### config.mk
export PLATFORM = sky130hd
export DESIGN_NAME = smp_ctrl
export DESIGN_NICKNAME = d
export VERILOG_FILES = /design/src/rtl/smp_pkg.sv /design/src/rtl/smp_pe.sv /design/src/rtl/smp_ctrl.sv
export SDC_FILE = /design/constraint.sdc
export NUM_CORES = 1
export LEC_CHECK = 0
export CAP_MARGIN = 10
export CORE_UTILIZATION = 45
export CTS_BUF_LIST = sky130_fd_sc_hd__clkbuf_8
export CTS_CLUSTER_SIZE = 24
export DETAILED_ROUTE_END_ITERATION = 7
export PLACE_DENSITY_LB_ADDON = 0.3
export SETUP_SLACK_MARGIN = 0.3
export SLEW_MARGIN = 0
export SYNTH_ARGS = -nofsm -noshare
export SYNTH_HDL_FRONTEND = slang
export SYNTH_SLANG_ARGS = --single-unit
export TNS_END_PERCENT = 1
### constraint.sdc
create_clock -name clk -period 3.5 [get_ports clk]
set_clock_uncertainty 0.15 [all_clocks]
set_input_delay 0.525 -clock clk [delete_from_list [all_inputs] [get_ports clk]]
set_output_delay 0.525 -clock clk [all_outputs]
set_load 0.02 [all_outputs]
### src/rtl/smp_pkg.sv
// -----------------------------------------------------------------------------
// smp_pkg
// Shared types and constants for the SMP debug/run controller.
//   state_t  : global halt/run sequencer states
//   gcmd_t   : address-1 write command bits {clear, sync_stop, run_all, halt_all}
//   gstat_t  : address-1 read status word layout
//   PE_*     : per-core command encodings {step, halt, run}
// -----------------------------------------------------------------------------
package smp_pkg;

    localparam int MAX_CPUS = 4;

    typedef enum logic [2:0] {
        ST_IDLE,
        ST_HALT_ISSUE,
        ST_HALT_WAIT,
        ST_RUN_ISSUE,
        ST_DONE
    } state_t;

    typedef struct packed {
        logic clear;
        logic sync_stop;
        logic run_all;
        logic halt_all;
    } gcmd_t;

    typedef struct packed {
        logic [11:0]         rsvd_hi;
        logic [MAX_CPUS-1:0] halted;
        logic [3:0]          rsvd_mid;
        logic [MAX_CPUS-1:0] trig;
        logic [4:0]          rsvd_lo;
        logic                sync_stop;
        logic                timeout;
        logic                busy;
    } gstat_t;

    localparam logic [2:0] PE_RUN  = 3'b001;
    localparam logic [2:0] PE_HALT = 3'b010;
    localparam logic [2:0] PE_STEP = 3'b100;

endpackage

### src/rtl/smp_pe.sv
// -----------------------------------------------------------------------------
// smp_pe
// Per-core run/halt/step control element.
//   clk, rst_n : clock, asynchronous active-low reset
//   write      : command strobe
//   writedata  : {step, halt, run}; halt wins over run
//   halt       : halt request level (BSP core comes out of reset running)
//   step       : one-cycle single-step pulse
// -----------------------------------------------------------------------------
module smp_pe
    import smp_pkg::*;
#(
    parameter bit IS_BSP = 1'b0
) (
    input  logic       clk,
    input  logic       rst_n,
    input  logic       write,
    input  logic [2:0] writedata,
    output logic       halt,
    output logic       step
);

    // NOTE: sequential state uses non-blocking assignments so every register
    // samples pre-edge values regardless of statement order.
    always_ff @(posedge clk or negedge rst_n) begin
        if (!rst_n) begin
            halt <= ~IS_BSP;
            step <= 1'b0;
        end else begin
            step <= write & (|(writedata & PE_STEP));
            if (write) begin
                if (|(writedata & PE_HALT)) begin
                    halt <= 1'b1;
                end else if (|(writedata & PE_RUN)) begin
                    halt <= 1'b0;
                end
            end
        end
    end

endmodule

### src/rtl/smp_ctrl.sv
// -----------------------------------------------------------------------------
// smp_ctrl
// SMP debug/run controller: one smp_pe per core behind a 32-bit Avalon-MM
// slave, plus global halt-all/run-all sequencing and stop-the-world mode.
//   clk, rst_n        : clock, asynchronous active-low reset
//   avl_address       : 0 = per-core byte lanes, 1 = global control/status
//   avl_read/write    : Avalon strobes; avl_writedata write data
//   avl_readdata      : combinational read data
//   avl_waitrequest   : stall while a global command is in flight
//   cpu_alive/halted  : per-core status inputs
//   breakpoint        : per-core breakpoint level
//   halt, step        : per-core outputs from the smp_pe instances
// -----------------------------------------------------------------------------
module smp_ctrl
    import smp_pkg::*;
#(
    parameter int NUM_CPUS = 4,
    parameter int TIMEOUT  = 1023
) (
    input  logic                clk,
    input  logic                rst_n,
    input  logic                avl_address,
    input  logic                avl_read,
    input  logic                avl_write,
    input  logic [31:0]         avl_writedata,
    output logic [31:0]         avl_readdata,
    output logic                avl_waitrequest,
    input  logic [NUM_CPUS-1:0] cpu_alive,
    input  logic [NUM_CPUS-1:0] cpu_halted,
    input  logic [NUM_CPUS-1:0] breakpoint,
    output logic [NUM_CPUS-1:0] halt,
    output logic [NUM_CPUS-1:0] step
);

    localparam int              CNT_W   = $clog2(TIMEOUT + 1);
    localparam logic [CNT_W-1:0] CNT_MAX = CNT_W'(TIMEOUT);

    state_t              state, state_nx;
    gcmd_t               gcmd;
    gstat_t              status;
    logic [CNT_W-1:0]    wait_cnt;
    logic                held;
    logic                sync_stop;
    logic                timeout_flag;
    logic [MAX_CPUS-1:0] trig_mask;
    logic [NUM_CPUS-1:0] bp_q;
    logic [NUM_CPUS-1:0] bp_edge;
    logic                bp_trig;
    logic                host_halt_wr;
    logic                host_run_wr;
    logic                cfg_wr;
    logic                all_halted;
    logic                pe_force;
    logic [2:0]          fsm_cmd;
    logic [MAX_CPUS-1:0] alive_p, bp_p, halted_p;
    logic                unused_wdata;

    assign gcmd         = gcmd_t'(avl_writedata[3:0]);
    assign bp_edge      = breakpoint & ~bp_q;
    assign bp_trig      = sync_stop & (|bp_edge);
    assign host_halt_wr = avl_write & avl_address & gcmd.halt_all;
    assign host_run_wr  = avl_write & avl_address & gcmd.run_all & ~gcmd.halt_all;
    assign cfg_wr       = avl_write & avl_address & ~avl_waitrequest;
    // Dead cores count as halted so they never block completion.
    assign all_halted   = &(cpu_halted | ~cpu_alive);
    assign unused_wdata = ^avl_writedata;

    // ---------------- state register ----------------
    always_ff @(posedge clk or negedge rst_n) begin
        if (!rst_n) state <= ST_IDLE;
        else        state <= state_nx;
    end

    // ---------------- next-state logic ----------------
    // NOTE: every combinational output gets a default first, so no path can
    // leave it unassigned and infer a latch.
    always_comb begin
        state_nx = state;
        case (state)
            ST_IDLE: begin
                if (host_halt_wr || bp_trig) state_nx = ST_HALT_ISSUE;
                else if (host_run_wr)        state_nx = ST_RUN_ISSUE;
            end
            ST_HALT_ISSUE: state_nx = ST_HALT_WAIT;
            ST_HALT_WAIT: begin
                if (all_halted || wait_cnt == CNT_MAX)
                    state_nx = held ? ST_DONE : ST_IDLE;
            end
            ST_RUN_ISSUE: state_nx = ST_DONE;
            ST_DONE:      state_nx = ST_IDLE;
            default:      state_nx = ST_IDLE;
        endcase
    end

    // ---------------- output logic ----------------
    always_comb begin
        avl_waitrequest = 1'b0;
        pe_force        = 1'b0;
        fsm_cmd         = PE_RUN;
        case (state)
            ST_IDLE:       avl_waitrequest = host_halt_wr | host_run_wr;
            ST_HALT_ISSUE: begin
                avl_waitrequest = avl_read | avl_write;
                pe_force        = 1'b1;
                fsm_cmd         = PE_HALT;
            end
            ST_HALT_WAIT:  avl_waitrequest = avl_read | avl_write;
            ST_RUN_ISSUE: begin
                avl_waitrequest = avl_read | avl_write;
                pe_force        = 1'b1;
                fsm_cmd         = PE_RUN;
            end
            default:       avl_waitrequest = 1'b0;
        endcase
    end

    // ---------------- control/status registers ----------------
    always_ff @(posedge clk or negedge rst_n) begin
        if (!rst_n) begin
            bp_q         <= '0;
            held         <= 1'b0;
            wait_cnt     <= '0;
            sync_stop    <= 1'b0;
            timeout_flag <= 1'b0;
            trig_mask    <= '0;
        end else begin
            bp_q <= breakpoint;
            if (state == ST_IDLE) held <= host_halt_wr;

            if (state == ST_HALT_ISSUE) begin
                wait_cnt <= '0;
            end else if (state == ST_HALT_WAIT && wait_cnt != CNT_MAX) begin
                wait_cnt <= wait_cnt + 1'b1;
            end

            if (state == ST_HALT_WAIT && wait_cnt == CNT_MAX && !all_halted)
                timeout_flag <= 1'b1;

            if (cfg_wr) begin
                sync_stop <= gcmd.sync_stop;
                if (gcmd.clear) begin
                    timeout_flag <= 1'b0;
                    trig_mask    <= '0;
                end
            end

            // Only an IDLE trigger latches; later edges are ignored.
            if (state == ST_IDLE && bp_trig) trig_mask <= MAX_CPUS'(bp_edge);
        end
    end

    // ---------------- read data ----------------
    assign alive_p  = MAX_CPUS'(cpu_alive);
    assign bp_p     = MAX_CPUS'(breakpoint);
    assign halted_p = MAX_CPUS'(cpu_halted);

    always_comb begin
        status           = '0;
        status.busy      = (state != ST_IDLE);
        status.timeout   = timeout_flag;
        status.sync_stop = sync_stop;
        status.trig      = trig_mask;
        status.halted    = halted_p;
    end

    always_comb begin
        avl_readdata = '0;
        if (avl_address) begin
            avl_readdata = status;
        end else begin
            for (int i = 0; i < MAX_CPUS; i++)
                avl_readdata[8*i +: 3] = {alive_p[i], bp_p[i], halted_p[i]};
        end
    end

    // ---------------- per-core elements ----------------
    // FSM commands override the host lane; host writes are stalled meanwhile.
    for (genvar i = 0; i < NUM_CPUS; i++) begin : g_pe
        smp_pe #(
            .IS_BSP (i == 0)
        ) u_pe (
            .clk       (clk),
            .rst_n     (rst_n),
            .write     (pe_force | (avl_write & ~avl_address & ~avl_waitrequest)),
            .writedata (pe_force ? fsm_cmd : avl_writedata[8*i +: 3]),
            .halt      (halt[i]),
            .step      (step[i])
        );
    end

endmodule

Word level (Yosys, flattened, before mapping)

Cells that the tools add are included.

Input port bits: 49
Flip-flop bits (word level): 32
Output and inout port bits: 41
Logic and storage cells: 105

Bitwise gates (word level): 22
Eq/ne operators: 7
Add/subtract/negate cells: 1
Muxes and demuxes: 34
Reduce and logical (&&, ||, !) cells: 26

Operators with widths:

| cell                                                 | number |
|---|---|
| 2-to-1 mux 3 bit                                     | 12 |
| 2-to-1 mux 10 bit                                    | 2 |
| 2-to-1 mux 1 bit                                     | 14 |
| nonzero test 2 bit                                   | 7 |
| bitwise AND 1 bit                                    | 12 |
| 2-to-1 mux 4 bit                                     | 3 |
| one-hot mux 3 bit (4 select lines)                   | 1 |
| AND reduction 2 bit                                  | 6 |
| adder 10 x 1 -> 10 bit (second input constant)       | 1 |
| equality test 10 bit (second input constant)         | 1 |
| inequality test 10 bit (second input constant)       | 1 |
| inverter 4 bit                                       | 2 |
| equality test 3 x 2 -> 1 bit (second input constant) | 2 |
| bitwise AND 4 bit                                    | 1 |
| logical AND 1 bit                                    | 4 |
| OR 4 bit                                             | 1 |
| AND reduction 4 bit                                  | 1 |
| OR reduction 4 bit                                   | 1 |
| equality test 3 x 1 -> 1 bit (second input constant) | 1 |
| zero test 3 bit                                      | 1 |
| inequality test 3 bit (second input constant)        | 1 |
| inverter 1 bit                                       | 3 |
| OR 1 bit                                             | 3 |
| nonzero test 3 bit                                   | 1 |
| other kinds (7)                                      | 8 |

Logic depth before layout (Yosys ltp)

Depth in word-level cells: 9
Gate-level depth with buffers: 5

Hierarchy

A second synthesis with hierarchy kept.

Cell total of the unflattened synthesis: 206
Area, all modules: 1865.5 um^2

Modules (own cells, without submodules):

| module                     | cells each | instances | sequential area each (um^2) | area an instance (um^2) |
|---|---|---|---|---|
| smp_ctrl                   | 186        | 1         | 600.6                       | 1581.5 |
| smp_pe at g_pe[1].u_pe ... | 5          | 3         | 51.3                        | 71.3 |
| smp_pe at g_pe[0].u_pe     | 5          | 1         | 50.0                        | 70.1 |

Least setup slack after synthesis

No wires, ideal clock.

Path kind: input to output
From: in avl_address
To: out avl_readdata[0]
Data required time: 2.825 ns
Path slack: 1.296 ns
Stages on the path: 4
Arrival: 1.529 ns
Cell sequence: clkbuf_1 clkbuf_1 nor2_1 a21oi_1

Longest elaborated chain between the ends: 1

RTL lines:

| element          | RTL line        | text |
|---|---|---|
| start, declared  | smp_ctrl.sv:22  | `input logic avl_address,` |
| 2-to-1 mux 3 bit | smp_ctrl.sv:168 | `if (avl_address) begin` |
| end, declared    | smp_ctrl.sv:26  | `output logic [31:0] avl_readdata,` |

No other way between the ends.

Worst setup path after layout

From: in avl_write
To: out avl_waitrequest

Longest elaborated chain between the ends: 5

RTL lines:

| element                                | RTL line                       | text |
|---|---|---|
| start, declared                        | smp_ctrl.sv:24                 | `input logic avl_write,` |
| bitwise AND 1 bit                      | smp_ctrl.sv:61, smp_ctrl.sv:62 |  |
| bitwise AND 1 bit (2 in series)        | smp_ctrl.sv:62                 | `assign host_run_wr = avl_write & avl_address & gcmd.run_all & ~gcmd.halt_all;` |
| OR 1 bit                               | smp_ctrl.sv:101                | `ST_IDLE: avl_waitrequest = host_halt_wr \| host_run_wr;` |
| one-hot mux 1 bit (2 select lines) (*) | smp_ctrl.sv:100                | `case (state)` |
| end, declared                          | smp_ctrl.sv:27                 | `output logic avl_waitrequest,` |

Every way passes the cells marked *; elsewhere a longest branch is shown, timed or not.

==> flow_metrics.tcl <==
set metrics [dict create \
    clock_sinks 32 \
    cts_buffers 5 \
    root_buffer "clkbuf_8" \
    power_density_mw_per_mm2 646 \
    ir_worst_vdd_v 0.000318 \
    ctsLongestPathBuffers 2 \
    relSlewSlack_pct 47.8 \
    finalSetupViolCount 0 \
    io_pins 90 \
    worst_ep_required_time_ns 2.82 \
    internal_power_uw 954 \
    synth_top_area_share_pct 38.5 \
    status "finished clean" \
    utilization_pct 60.6 \
    yosys_warnings 0 \
    die_y_um 66.8 \
    ys_async_sr_fraction_pct 100 \
    grt.total_usage_pct 19.2 \
    synth_mux_area_share_pct 5.31 \
    syn_to_final_growth_pct 28.5 \
    viasPerCell 5.21 \
    max_clock_freq_ghz 0.335 \
    nets 294 \
    final_max_slew_viol_count 0 \
    clkPwrFrac_pct 17.8 \
    antenna_found_initial 0 \
    yosys.area_share.simple_pct 23.9 \
    tns_ns 0 \
    critical_path_buf_inv_count 2 \
    postSynthCellCount 196 \
    wl_per_cell_um 12.9 \
    io_buffer_count 52 \
    cts-resized-gates 0 \
    route.detailed.drc 0 \
    place_congestion 0.850 \
    critPathCaptureType "output pin" \
    grt_pass1_vias 1472 \
    dp_hpwl_mm 2.80 \
    post-cts-setup-buffer-count 0 \
    nFillCells 370 \
    swShare_pct 39.1 \
    fin_hold_ws_ns 0.330 \
    cp.arrival_ns 2.31 \
    drt_iter0_markers 89 \
    drtPass1Iterations 4 \
    cts-hold-fix-buffers 0 \
    n_antenna_cell 0 \
    path_clk_slew_ns 0.06 \
    cts_tree "done" \
    seq_area_frac_synth_pct 42.6 \
    path_delay_family "buffers and inverters" \
    yosys-top-cells-count "dfrtp_1, buf_4, nor2_1" \
    start_kind "input port" \
    yosysMostFrequentCell "dfrtp_1" \
    rsz0062_at_grt "false" \
    p_total_mw 1.57 \
    crit_type "in -> out" \
    detail_route.wirelength_mm 3.81 \
    synth_top_family_by_area "simple AND/OR/NAND/NOR gates" \
    fp-row-count 23 \
    hold_class "reg -> reg" \
    seq_power_share_pct 37.5 \
    critical_path.cell_chain "clkdlybuf4s50_1 > o211ai_1 > a21oi_1 > o31a_1 > clkdlybuf4s50_1" \
    drtAntennaViolNets 0 \
    cp_slowest_cell "clkdlybuf4s50_1" \
    cp_max_fo 8 \
    period_minus_slack_ns 2.98 \
    synthTopCellsByArea "dfrtp_1, buf_4, mux2_2, dfstp_2, nor2b_1" \
    grt_max_degree 33 \
    netSwitchingPower_uw 612 \
    synth_flop_cell "dfrtp_1" \
    hold_violations 0 \
    synth_compound_area_share_pct 14.2 \
    vias 1536 \
    cpMostUsedCell "clkdlybuf4s50_1" \
    synth_area_mm2 0.00189 \
    insertion_delay_ns 0.29 \
    min_period_over_period_pct 85.2 \
    grt-ovfl-total 0 \
    die_w_um 66.8 \
    coreArea_mm2 0.00400 \
    p_leak_nw 1.03 \
    slowest_delay_ns 0.63 \
    synth_fa_ha_area_share_pct 0.663 \
    cap_violations 0 \
    synth-edff-count 0 \
    die_area_mm2 0.00446 \
    ys_seq_elements 32 \
    worst-slew-pin-transition_ns 0.763 \
    drive_above_1_share_pct 11.8 \
    avgSynthCellArea_um2 9.63 \
    yosysUniqueCellTypes 50 \
    yosysTopAreaCell "dfrtp_1" \
    grt_pass1_wl_mm 6.36 \
    p_comb_share_pct 44.7 \
    synth-xor-area-share_pct 0.464 \
    initial_core_util_pct 47.2 \
    cts_htree_levels 2 \
]
[per-stage QoR]
step                      std cells  worst slack, ns  cell area (µm²)
after floorplan                 213             1.30             1950
after CTS                       295            0.527             2420
after global placement          287            0.555             2340
final                           295            0.519             2420
after detailed placement        287            0.552             2340
after global routing            295            0.442             2420
[layout make-up]
class	instances	area (µm²)	area share, %
multi-input combinational	146	908	37.5
sequential	32	805	33.2
timing repair buffer	56	551	22.7
clock buffer	5	68.8	2.84
tap	50	62.6	2.58
clock inverter	3	18.8	0.774
inverter	3	11.3	0.464
[registers in the layout, summed over array words and instances (netlist names)]
name / count
trig_mask: 4
timeout_flag: 1
held: 1
state: 3
sync_stop: 1
bp_q: 4
g_pe.u_pe.step: 4
wait_cnt: 10
g_pe.u_pe.halt: 4
[power groups by stage]
stage                     logic, mW  clock network, mW  registers [mW]
after detailed placement      0.700                  0           0.592
final                         0.700              0.279           0.587
after global routing          0.772              0.305           0.605
after CTS                     0.706              0.284           0.587
after global placement        0.686                  0           0.592
after floorplan               0.547                  0           0.543
[layout by cell type, fill, tap and decap left out, types with 2 or more instances in the layout]
cell type | synthesis | routed
nand4_1 | 2 | 2
nor2_1 | 15 | 15
nor3b_1 | 2 | 2
dfstp_2 | 3 | 3
nand2_1 | 8 | 8
nand3_1 | 10 | 10
nor2b_1 | 12 | 12
dfrtp_1 | 29 | 29
buf_4 | 26 | 4
o21ai_0 | 10 | 10
o31ai_1 | 3 | 3
clkinv_2 | 0 | 2
a21oi_1 | 9 | 9
and2_1 | 8 | 8
nor3_1 | 7 | 7
clkdlybuf4s50_1 | 0 | 52
clkbuf_8 | 0 | 5
inv_1 | 3 | 3
o2bb2ai_1 | 2 | 2
a31oi_1 | 3 | 3
mux2_2 | 8 | 8
a221o_1 | 2 | 2
conb_1 | 1 | 18
[cells by family (layout without fill, tap and decap cells)]
family                     count (synthesis)  in the layout
AOI/OAI and AO/OA                         40             40
xor gates and xnor gates                   1              1
adders and majority gates                  1              1
buffers and inverters                     35             67
DFF                                       32             32
muxes                                      9              9
other                                      1             18
and+or+nand+nor                           77             77
[per-layer routing]
metal	part of all wire [%]	track usage (%)
met5	0	0
met4	1.6	11.4
met3	6.5	4.28
met2	47	30.8
met1	45	23.4
[final timing paths]
path | start | end | slack (ns) | depth (start not counted)
worst max-delay path | avl_write | avl_waitrequest | 0.52 | 5
worst min-delay path | g_pe[1].u_pe.halt | g_pe[1].u_pe.halt | 0.33 | 1
worst max register to register | wait_cnt[0] | state[2] | 1.56 | 5
worst min register to register | g_pe[1].u_pe.halt | g_pe[1].u_pe.halt | 0.33 | 1
max in group asynchronous | rst_n | g_pe[1].u_pe.halt | 2.38 | 2
min in group asynchronous | rst_n | trig_mask[3] | 0.48 | 2
Note: power is estimated with default switching activity, not from simulation.
